--- src/rtl/cond_logic.sv ---
// Conditional-execution stage: holds NZCV, evaluates the condition field and
// gates the decoder's write/branch requests into the final datapath strobes.
module cond_logic #(
  parameter logic [3:0] FLAG_RESET = 4'b0000
) (
  input  logic       clk,
  input  logic       reset,
  input  logic [3:0] Cond,
  input  logic [3:0] ALUFlags,
  input  logic [1:0] FlagW,
  input  logic       PCS,
  input  logic       RegW,
  input  logic       MemW,
  input  logic       NoWrite,
  input  logic       Stall,
  output logic       PCSrc,
  output logic       RegWrite,
  output logic       MemWrite,
  output logic       CondEx,
  output logic [3:0] Flags
);

  logic [1:0] nz_q, nz_d;
  logic [1:0] cv_q, cv_d;
  logic       go;
  logic       nz_en;
  logic       cv_en;

  // Conditions come in complementary pairs: cond[3:1] picks the base test
  // and cond[0] inverts it. 1111 is the one exception and never passes.
  function automatic logic cond_eval(input logic [3:0] cond, input logic [3:0] f);
    logic n, z, c, v;
    logic base;
    {n, z, c, v} = f;
    case (cond[3:1])
      3'b000:  base = z;
      3'b001:  base = c;
      3'b010:  base = n;
      3'b011:  base = v;
      3'b100:  base = c & ~z;
      3'b101:  base = n ~^ v;
      3'b110:  base = ~z & (n ~^ v);
      default: base = 1'b1;
    endcase
    if (cond == 4'b1111) begin
      return 1'b0;
    end
    return base ^ cond[0];
  endfunction

  assign Flags  = {nz_q, cv_q};
  assign CondEx = cond_eval(Cond, Flags);
  assign go     = CondEx & ~Stall & ~reset;

  assign PCSrc    = PCS & go;
  assign RegWrite = RegW & ~NoWrite & go;
  assign MemWrite = MemW & go;

  assign nz_en = FlagW[1] & go;
  assign cv_en = FlagW[0] & go;

  always_comb begin
    nz_d = nz_q;
    cv_d = cv_q;
    if (nz_en) nz_d = ALUFlags[3:2];
    if (cv_en) cv_d = ALUFlags[1:0];
  end

  // Flag register stage: new flags become visible the cycle after the update.
  always_ff @(posedge clk) begin
    if (reset) begin
      nz_q <= FLAG_RESET[3:2];
      cv_q <= FLAG_RESET[1:0];
    end else begin
      nz_q <= nz_d;
      cv_q <= cv_d;
    end
  end

endmodule

--- config.mk ---
export PLATFORM = sky130hd
export DESIGN_NAME = cond_logic
export DESIGN_NICKNAME = d
export VERILOG_FILES = /design/src/rtl/cond_logic.sv
export SDC_FILE = /design/constraint.sdc
export NUM_CORES = 1
export LEC_CHECK = 0
export ABC_AREA = 1
export CORE_AREA = 2 2 39 41
export DETAILED_ROUTE_END_ITERATION = 10
export DIE_AREA = 0 0 41 43
export MAX_ROUTING_LAYER = met4
export PLACE_DENSITY_LB_ADDON = 0.1
export RECOVER_POWER = 100
export SLEW_MARGIN = 20
export SYNTH_ARGS = -nofsm -noshare
export SYNTH_HDL_FRONTEND = slang
export SYNTH_SLANG_ARGS = --single-unit
--- constraint.sdc ---
create_clock -name clk -period 1.7 [get_ports clk]
set_clock_uncertainty 0.2 [all_clocks]
set_input_delay 0.34 -clock clk [delete_from_list [all_inputs] [get_ports clk]]
set_output_delay 0.34 -clock clk [all_outputs]
set_load 0.01 [all_outputs]
==> summary.md, run 1 <==
| Metric | Value |
|---|---|
| Cts bufs inserted | `3` |
| Global-route track usage on met2 | `18.8%` |
| Count of endpoints failing hold in the final timing report | `0` |
| R2r worst-path depth | `15` |
| Leakage dissipation | `0.440 nW` |
| Global-route met1 utilization | `17.9%` |
| Number of remaining DRC errors | `0` |
| Number of placement rows | `14` |
| Worst reg2reg endpoint | `nz_q[0]` |
| Number of nets in the synthesized netlist | `88` |
| Number of stages on the worst hold path | `4` |
| Power spent charging and discharging nets | `125 uW` |
| Max-slew violation count | `0` |
| Share of the clock period used by the worst path | `119%` |
| Largest net degree at the start of global routing | `8` |
| Hold path start | `cv_q[1]` |
| Capturing element type of the critical path | `output port` |
| Worst-case register-to-register setup slack | `-0.06 ns` |
| Sequential fraction of design power | `25.8%` |
| Clock network fraction of design power | `30.1%` |
| Quantity of I/O buffers inserted on ports | `24` |
| Sequential area share after synthesis | `19.8%` |
| Number of placed instances, taps included | `118` |
| Nets@finish | `128` |
| Sw Share | `31.2%` |
| Achievable clock frequency | `496 MHz` |
| Top-level I/O count | `25` |
| Cell internal pwr | `276 uW` |
| Final Non-Filler Cells | `125` |
| Dpl hpwl | `801 um` |
| Logic gate share of total power | `44.1%` |
| Outcome | `finished, violations left` |
| Area used by sequential logic in the layout | `85.1 sq um` |
| Final-report setup violation count | `8` |
| First DRT Iteration DRCs | `5` |
| Overall track demand over capacity in global routing | `14.1%` |
| Number of warning messages in the yosys log | `0` |
| Final routed wirelength across all metal layers | `1050 um` |
| Number of vias per cell | `4.21` |
| VDD IR-drop max | `201 uV` |
| Floorplan die width | `41 um` |
| Combined area of the multi-input logic cells | `288 sq um` |
| Length of the first detailed-routing pass in iterations | `2` |
| P per Cell Area | `503 nW/um^2` |
| Unrepaired setup endpoints after global routing | `true` |
| Total standard cell area after synthesis | `404 sq um` |
| CTS tree | `built` |
| Failing checks | `negative setup slack` |
| Layout cells sized above 1 | `39.4%` |
| Syn_area_per_cell | `5.69 sq um` |
| Tightest slew margin relative to the limit | `85.9%` |
| Worst Path Max Fanout | `4` |
| Category of the worst setup path launch point | `register` |
| Synthesized instance count | `71` |
| # clock sinks | `4` |
| Detail-routed net length per standard cell | `8.43 um` |
| Worst Path Class, Setup | `reg2out` |
| Arrival time at the worst endpoint | `1.48 ns` |
| Signed area change from the synthesized netlist to the final layout | `97.5%` |
| Number of antenna violations at the first check in global routing | `0` |
| Initial core utilization | `29.2%` |
| Final Worst Setup Slack | `-0.317 ns` |
| Synth cell types | `14` |
| ANT nets after route | `0` |
| Clock latency on the worst-skew pair | `0.24 ns` |
| Global-route wire length before repair | `1640 um` |
| Global route total overflow | `0` |
| # Max-Cap Violations | `0` |
| Number of diodes | `0` |
| Hold worst-path end | `cv_q[1]` |
| Crit Reg-Reg Startpoint | `nz_q[1]` |
| Core Area | `1380 sq um` |
| Slew at the pin closest to its max-slew limit | `0.211 ns` |
| CTS Buffer Depth | `2` |
| Floorplan die height | `43 um` |
| Vias in the first global route | `433` |
| Worst path required time | `1.16 ns` |
| Crit path time final | `2.02 ns` |
| Hold_ws | `0.334 ns` |
| Class of the tightest hold or removal check | `reg2reg` |
| CTS Root Cell | `sky130_fd_sc_hd__clkbuf_4` |
| Clock slew seen by the registers of the worst setup and hold paths | `0.04 ns` |
| Global-route met3 utilization | `3.14%` |
| Peak-usage layer in the global routing report | `met2` |
| Via count of the routed design | `526` |
| Flip-flop and latch count after synthesis | `4` |
| Share of the core filled with cells in the final layout | `57.7%` |
| Number of levels in the clock H-tree | `1` |
| RD Place Congestion | `0.667` |
| Fillers | `159` |
| Total Die Area | `1760 sq um` |
## power by group through the flow
stage / registers, mW / logic [mW] / clock network [mW]
2_1_floorplan: 0.106 / 0.0648 / 0
3_3_place_gp: 0.104 / 0.153 / 0
3_5_place_dp: 0.105 / 0.153 / 0
4_1_cts: 0.103 / 0.148 / 0.126
5_1_grt: 0.104 / 0.194 / 0.134
6_report: 0.103 / 0.177 / 0.121
## flip-flops by register name, summed over array words and instances (netlist names)
signal  cells
cv_q        2
nz_q        2
## Yosys cell counts (all sizes together)
| library cell | n | area share (%) |
|---|---|---|
| nand4 | 4 | 6.2 |
| nand3 | 7 | 12 |
| inv | 19 | 18 |
| o21ai | 1 | 1.2 |
| nor3b | 1 | 3.1 |
| nor2 | 11 | 14 |
| dfxtp | 4 | 20 |
| nand2 | 23 | 24 |
| clkinv | 1 | 0.93 |
## logic make-up after synthesis
| logic type | Yosys count | synth area share, % |
|---|---|---|
| AND/OR/NAND/NOR | 46 | 60.4 |
| buffers and inverters | 20 | 18.6 |
| flip-flops | 4 | 19.8 |
| AO/OA/AOI/OAI | 1 | 1.24 |
## critical path, stage by stage, from the launching register on
cell and delay [ns]:
sky130_fd_sc_hd__dfxtp_2 0.33, sky130_fd_sc_hd__nand2_1 0.06, sky130_fd_sc_hd__clkinv_1 0.05, sky130_fd_sc_hd__nor2_1 0.13
sky130_fd_sc_hd__nor2_2 0.06, sky130_fd_sc_hd__nand2_2 0.07, sky130_fd_sc_hd__nand2_2 0.05, sky130_fd_sc_hd__nand2_2 0.08
sky130_fd_sc_hd__nand2_4 0.05, sky130_fd_sc_hd__buf_4 0.13, sky130_fd_sc_hd__buf_6 0.11, sky130_fd_sc_hd__buf_6 0.11
## what timing repair did
action	in CTS	in global routing
hold endpoints to repair	0	0
pin swaps	8	3
resized for setup	30	13
hold buffers	0	0
setup endpoints to repair	9	9
buffers inserted	2	2
gates cloned	0	0
## through the flow
| step | power [mW] | TNS [ns] | instance area (sq um) | setup WS, ns |
|---|---|---|---|---|
| floorplan | 0.171 | -0.0311 | 420 | -0.0311 |
| global placement | 0.258 | -5.91 | 733 | -1.08 |
| detailed placement | 0.257 | -5.88 | 733 | -1.09 |
| CTS | 0.377 | -1.11 | 739 | -0.327 |
| global route | 0.431 | -2.17 | 798 | -0.437 |
| finish | 0.401 | -1.27 | 798 | -0.317 |
## placed cells by master, fill, tap and decap left out
cell	n
sky130_fd_sc_hd__buf_2	5
sky130_fd_sc_hd__buf_4	9
sky130_fd_sc_hd__buf_6	3
sky130_fd_sc_hd__clkbuf_4	3
sky130_fd_sc_hd__clkdlybuf4s15_1	1
sky130_fd_sc_hd__clkdlybuf4s25_1	1
sky130_fd_sc_hd__clkdlybuf4s50_1	14
sky130_fd_sc_hd__clkinv_1	1
sky130_fd_sc_hd__dfxtp_2	4
sky130_fd_sc_hd__dlygate4sd2_1	1
sky130_fd_sc_hd__dlymetal6s2s_1	1
sky130_fd_sc_hd__inv_1	13
sky130_fd_sc_hd__inv_2	6
sky130_fd_sc_hd__nand2_1	16
sky130_fd_sc_hd__nand2_2	5
sky130_fd_sc_hd__nand2_4	2
sky130_fd_sc_hd__nand3_1	4
sky130_fd_sc_hd__nand3_2	1
sky130_fd_sc_hd__nand3_4	2
sky130_fd_sc_hd__nand4_1	4
sky130_fd_sc_hd__nor2_1	9
sky130_fd_sc_hd__nor2_2	1
sky130_fd_sc_hd__nor2_8	1
sky130_fd_sc_hd__nor3b_4	1
sky130_fd_sc_hd__o21ai_1	1
## metal layers
| layer | wire (um) | share of wire [%] | up-vias |
|---|---|---|---|
| met4 | 38 | 3.6 | 0 |
| li1 | - | - | 290 |
| met3 | 65 | 6.2 | 5 |
| met1 | 407 | 39 | 215 |
| met5 | 0 | 0 | - |
| met2 | 543 | 52 | 16 |
## worst max-delay path by stage
stage	start	to	slack (ns)
3_5_place_dp	Cond[2]	RegWrite	-1.09
3_3_place_gp	Cond[2]	RegWrite	-1.08
5_1_grt	nz_q[0]	RegWrite	-0.44
2_1_floorplan	Cond[2]	RegWrite	-0.03
6_report	nz_q[1]	CondEx	-0.32
4_1_cts	cv_q[0]	RegWrite	-0.33
## area by class of cell
type / count / area share [%]
well taps: 16 / 2.51
inverters: 20 / 9.40
multi-input cells: 47 / 36.1
clock buffers: 3 / 2.82
repair buffers: 35 / 38.6
flip-flops and latches: 4 / 10.7
Power figures use the tool's default switching activity.
==> inputs of run 2 (changes only) <==
--- a/config.mk
+++ b/config.mk
@@ -12,6 +12,7 @@
 export MAX_ROUTING_LAYER = met4
 export PLACE_DENSITY_LB_ADDON = 0.1
 export RECOVER_POWER = 100
+export REMOVE_ABC_BUFFERS = 1
 export SLEW_MARGIN = 20
 export SYNTH_ARGS = -nofsm -noshare
 export SYNTH_HDL_FRONTEND = slang
==> summary.md, run 2 (same netlist as run 1, synthesis figures left out) <==
| Metric | Value |
|---|---|
| Outcome | `finished, violations left (unchanged)` |
| Failing checks | `negative setup slack (unchanged)` |
| CTS tree | `built (unchanged)` |
| Cell internal pwr | `260 uW (was 276 uW)` |
| Number of stages on the worst hold path | `5 (was 4)` |
| M1 WL | `391 um (was 407 um)` |
| Final standard cell area without fillers | `763 sq um (was 798 sq um)` |
| ANT nets after route | `0 (unchanged)` |
| P per Cell Area | `489 nW/um^2 (was 503 nW/um^2)` |
| Final Non-Filler Cells | `126 (was 125)` |
| Sum of negative setup slack | `-1.01 ns (was -1.27 ns)` |
| Leakage dissipation | `0.434 nW (was 0.440 nW)` |
| Signed area change from the synthesized netlist to the final layout | `88.9% (was 97.5%)` |
| Cts bufs inserted | `3 (unchanged)` |
| Layout cells sized above 1 | `38.2% (was 39.4%)` |
| Vias in the first global route | `486 (was 433)` |
| Hold_ws | `0.419 ns (was 0.334 ns)` |
| Via count of the routed design | `522 (was 526)` |
| Length of the first detailed-routing pass in iterations | `1 (was 2)` |
| CTS Root Cell | `sky130_fd_sc_hd__clkbuf_4 (unchanged)` |
| Hold-fix buffers at CTS | `0 (unchanged)` |
| Logic gate share of total power | `40.7% (was 44.1%)` |
| Floorplan die height | `43 um (unchanged)` |
| Number of vias per cell | `4.14 (was 4.21)` |
| Class of the tightest hold or removal check | `reg2reg (unchanged)` |
| Max-slew violation count | `0 (unchanged)` |
| Floorplan die width | `41 um (unchanged)` |
| Unrepaired setup endpoints after global routing | `true (unchanged)` |
| Arrival time at the worst endpoint | `1.48 ns (about the same)` |
| Share of the clock period used by the worst path | `119% (about the same)` |
| Crit path time final | `2.02 ns (about the same)` |
| Quantity of I/O buffers inserted on ports | `24 (unchanged)` |
| Uppermost signal routing layer after detailed routing | `met4 (unchanged)` |
| # Max-Cap Violations | `0 (unchanged)` |
| CTS Buffer Depth | `2 (unchanged)` |
| Number of remaining DRC errors | `0 (unchanged)` |
| Achievable clock frequency | `495 MHz (was 496 MHz)` |
| Core Area | `1380 sq um (unchanged)` |
| Number of placed instances, taps included | `121 (was 118)` |
| Worst Path Max Fanout | `3 (was 4)` |
| Sequential fraction of design power | `27.7% (was 25.8%)` |
| Clock slew seen by the registers of the worst setup and hold paths | `0.04 ns (about the same)` |
| Most common cell after layout, fill and taps aside | `sky130_fd_sc_hd__nand2_1 (unchanged)` |
| Largest registers | `cv_q: 2 flops, nz_q: 2 flops (unchanged)` |
| VDD IR-drop max | `218 uV (was 201 uV)` |
| Dpl hpwl | `852 um (was 801 um)` |
| Pre-CTS setup slack | `-1.10 ns (was -1.09 ns)` |
| Tightest slew margin relative to the limit | `85.3% (was 85.9%)` |
| Worst path required time | `1.16 ns (about the same)` |
| Slew at the pin closest to its max-slew limit | `0.220 ns (was 0.211 ns)` |
| Final Worst Setup Slack | `-0.319 ns (was -0.317 ns)` |
| Total Die Area | `1760 sq um (unchanged)` |
| Clock network fraction of design power | `31.7% (was 30.1%)` |
| RD Place Congestion | `0.701 (was 0.667)` |
| Number of antenna violations at the first check in global routing | `0 (unchanged)` |
| Final routed wirelength across all metal layers | `1030 um (was 1050 um)` |
| Top library cells by usage in the layout, fill and taps aside | `sky130_fd_sc_hd__nand2_1 (18), sky130_fd_sc_hd__inv_1 (14), sky130_fd_sc_hd__clkdlybuf4s50_1 (13) (was sky130_fd_sc_hd__nand2_1 (16), sky130_fd_sc_hd__clkdlybuf4s50_1 (14), sky130_fd_sc_hd__inv_1 (13))` |
| Final-report setup violation count | `4 (was 8)` |
| Power spent charging and discharging nets | `113 uW (was 125 uW)` |
| Sw Share | `30.4% (was 31.2%)` |
| # clock sinks | `4 (unchanged)` |
| Count of endpoints failing hold in the final timing report | `0 (unchanged)` |
| Nets@finish | `129 (was 128)` |
| Overall track demand over capacity in global routing | `15.3% (was 14.1%)` |
| Routed length on met3 | `58 um (was 65 um)` |
| Detail-routed net length per standard cell | `8.15 um (was 8.43 um)` |
| Global route total overflow | `0 (unchanged)` |
| Largest net degree at the start of global routing | `8 (unchanged)` |
| Number of placement rows | `14 (unchanged)` |
| Number of diodes | `0 (unchanged)` |
| Worst Path Class, Setup | `reg2out (unchanged)` |
| Clock latency on the worst-skew pair | `0.23 ns (was 0.24 ns)` |
| Category of the worst setup path launch point | `register (unchanged)` |
| Routed length on met2 | `557 um (was 543 um)` |
| R2r worst-path depth | `13 (was 15)` |
| Number of levels in the clock H-tree | `1 (unchanged)` |
| Initial core utilization | `29.2% (unchanged)` |
| Cell area after placement | `739 sq um (was 733 sq um)` |
| Top-level I/O count | `25 (unchanged)` |
| First DRT Iteration DRCs | `0 (was 5)` |
| Global-route wire length before repair | `1730 um (was 1640 um)` |
| Capturing element type of the critical path | `output port (unchanged)` |
-- run 2: worst paths after layout --
| path | startpoint | end | slack (ns) |
|---|---|---|---|
| worst min register to register | nz_q[0] | nz_q[0] | 0.42 |
| worst max-delay path | cv_q[1] | RegWrite | -0.32 |
| worst min-delay path | nz_q[0] | nz_q[0] | 0.42 |
| worst max register to register | cv_q[1] | nz_q[1] | 0.16 |
-- run 2: area by class of cell --
cell class	instances	area [sq um]
Inverter	20	75.1
Clock buffer	3	22.5
Sequential cell	4	85.1
Tap cell	16	20.0
Fill cell	150	621
Timing Repair Buffer	36	295
Multi-Input combinational cell	47	265
-- run 2: power by group through the flow --
stage / Combinational (mW) / Sequential [mW] / Clock (mW)
2_1_floorplan: 0.0612 / 0.105 / 0
3_3_place_gp: 0.153 / 0.103 / 0
3_5_place_dp: 0.154 / 0.103 / 0
4_1_cts: 0.148 / 0.103 / 0.124
5_1_grt: 0.168 / 0.104 / 0.123
6_report: 0.152 / 0.103 / 0.118
-- run 2: routing by layer --
layer  up-vias  global-route usage (%)
met2        18                    25.3
li1        290                       -
met3         2                    3.14
met1       212                    13.9
met4         0                    12.0
met5         -                       -
-- run 2: worst max-delay path: stages (launching register included) --
cell and delay [ns]:
sky130_fd_sc_hd__dfxtp_2 0.34, sky130_fd_sc_hd__nor2_1 0.05, sky130_fd_sc_hd__nand3_1 0.06, sky130_fd_sc_hd__nand2_1 0.06
sky130_fd_sc_hd__nor2_2 0.11, sky130_fd_sc_hd__nand2_2 0.08, sky130_fd_sc_hd__nand2_2 0.06, sky130_fd_sc_hd__nand2_2 0.06
sky130_fd_sc_hd__nand2_4 0.07, sky130_fd_sc_hd__nand2_4 0.05, sky130_fd_sc_hd__nor3b_2 0.16, sky130_fd_sc_hd__buf_2 0.15
-- run 2: metrics by stage --
step / util, % / power (mW)
floorplan: - / 0.166
CTS: 53.8 / 0.375
finish: 55.2 / 0.373
detailed placement: 53.4 / 0.257
global route: 55.2 / 0.396
global placement: 53.4 / 0.256
-- run 2: what timing repair did --
| item | CTS | global route |
|---|---|---|
| setup buffers | 1 | 1 |
| resized for setup | 39 | 5 |
| cloned | 0 | 0 |
| pin swaps | 7 | 8 |
| endpoints found under the hold margin | 0 | 0 |
| endpoints found under the setup margin | 12 | 8 |
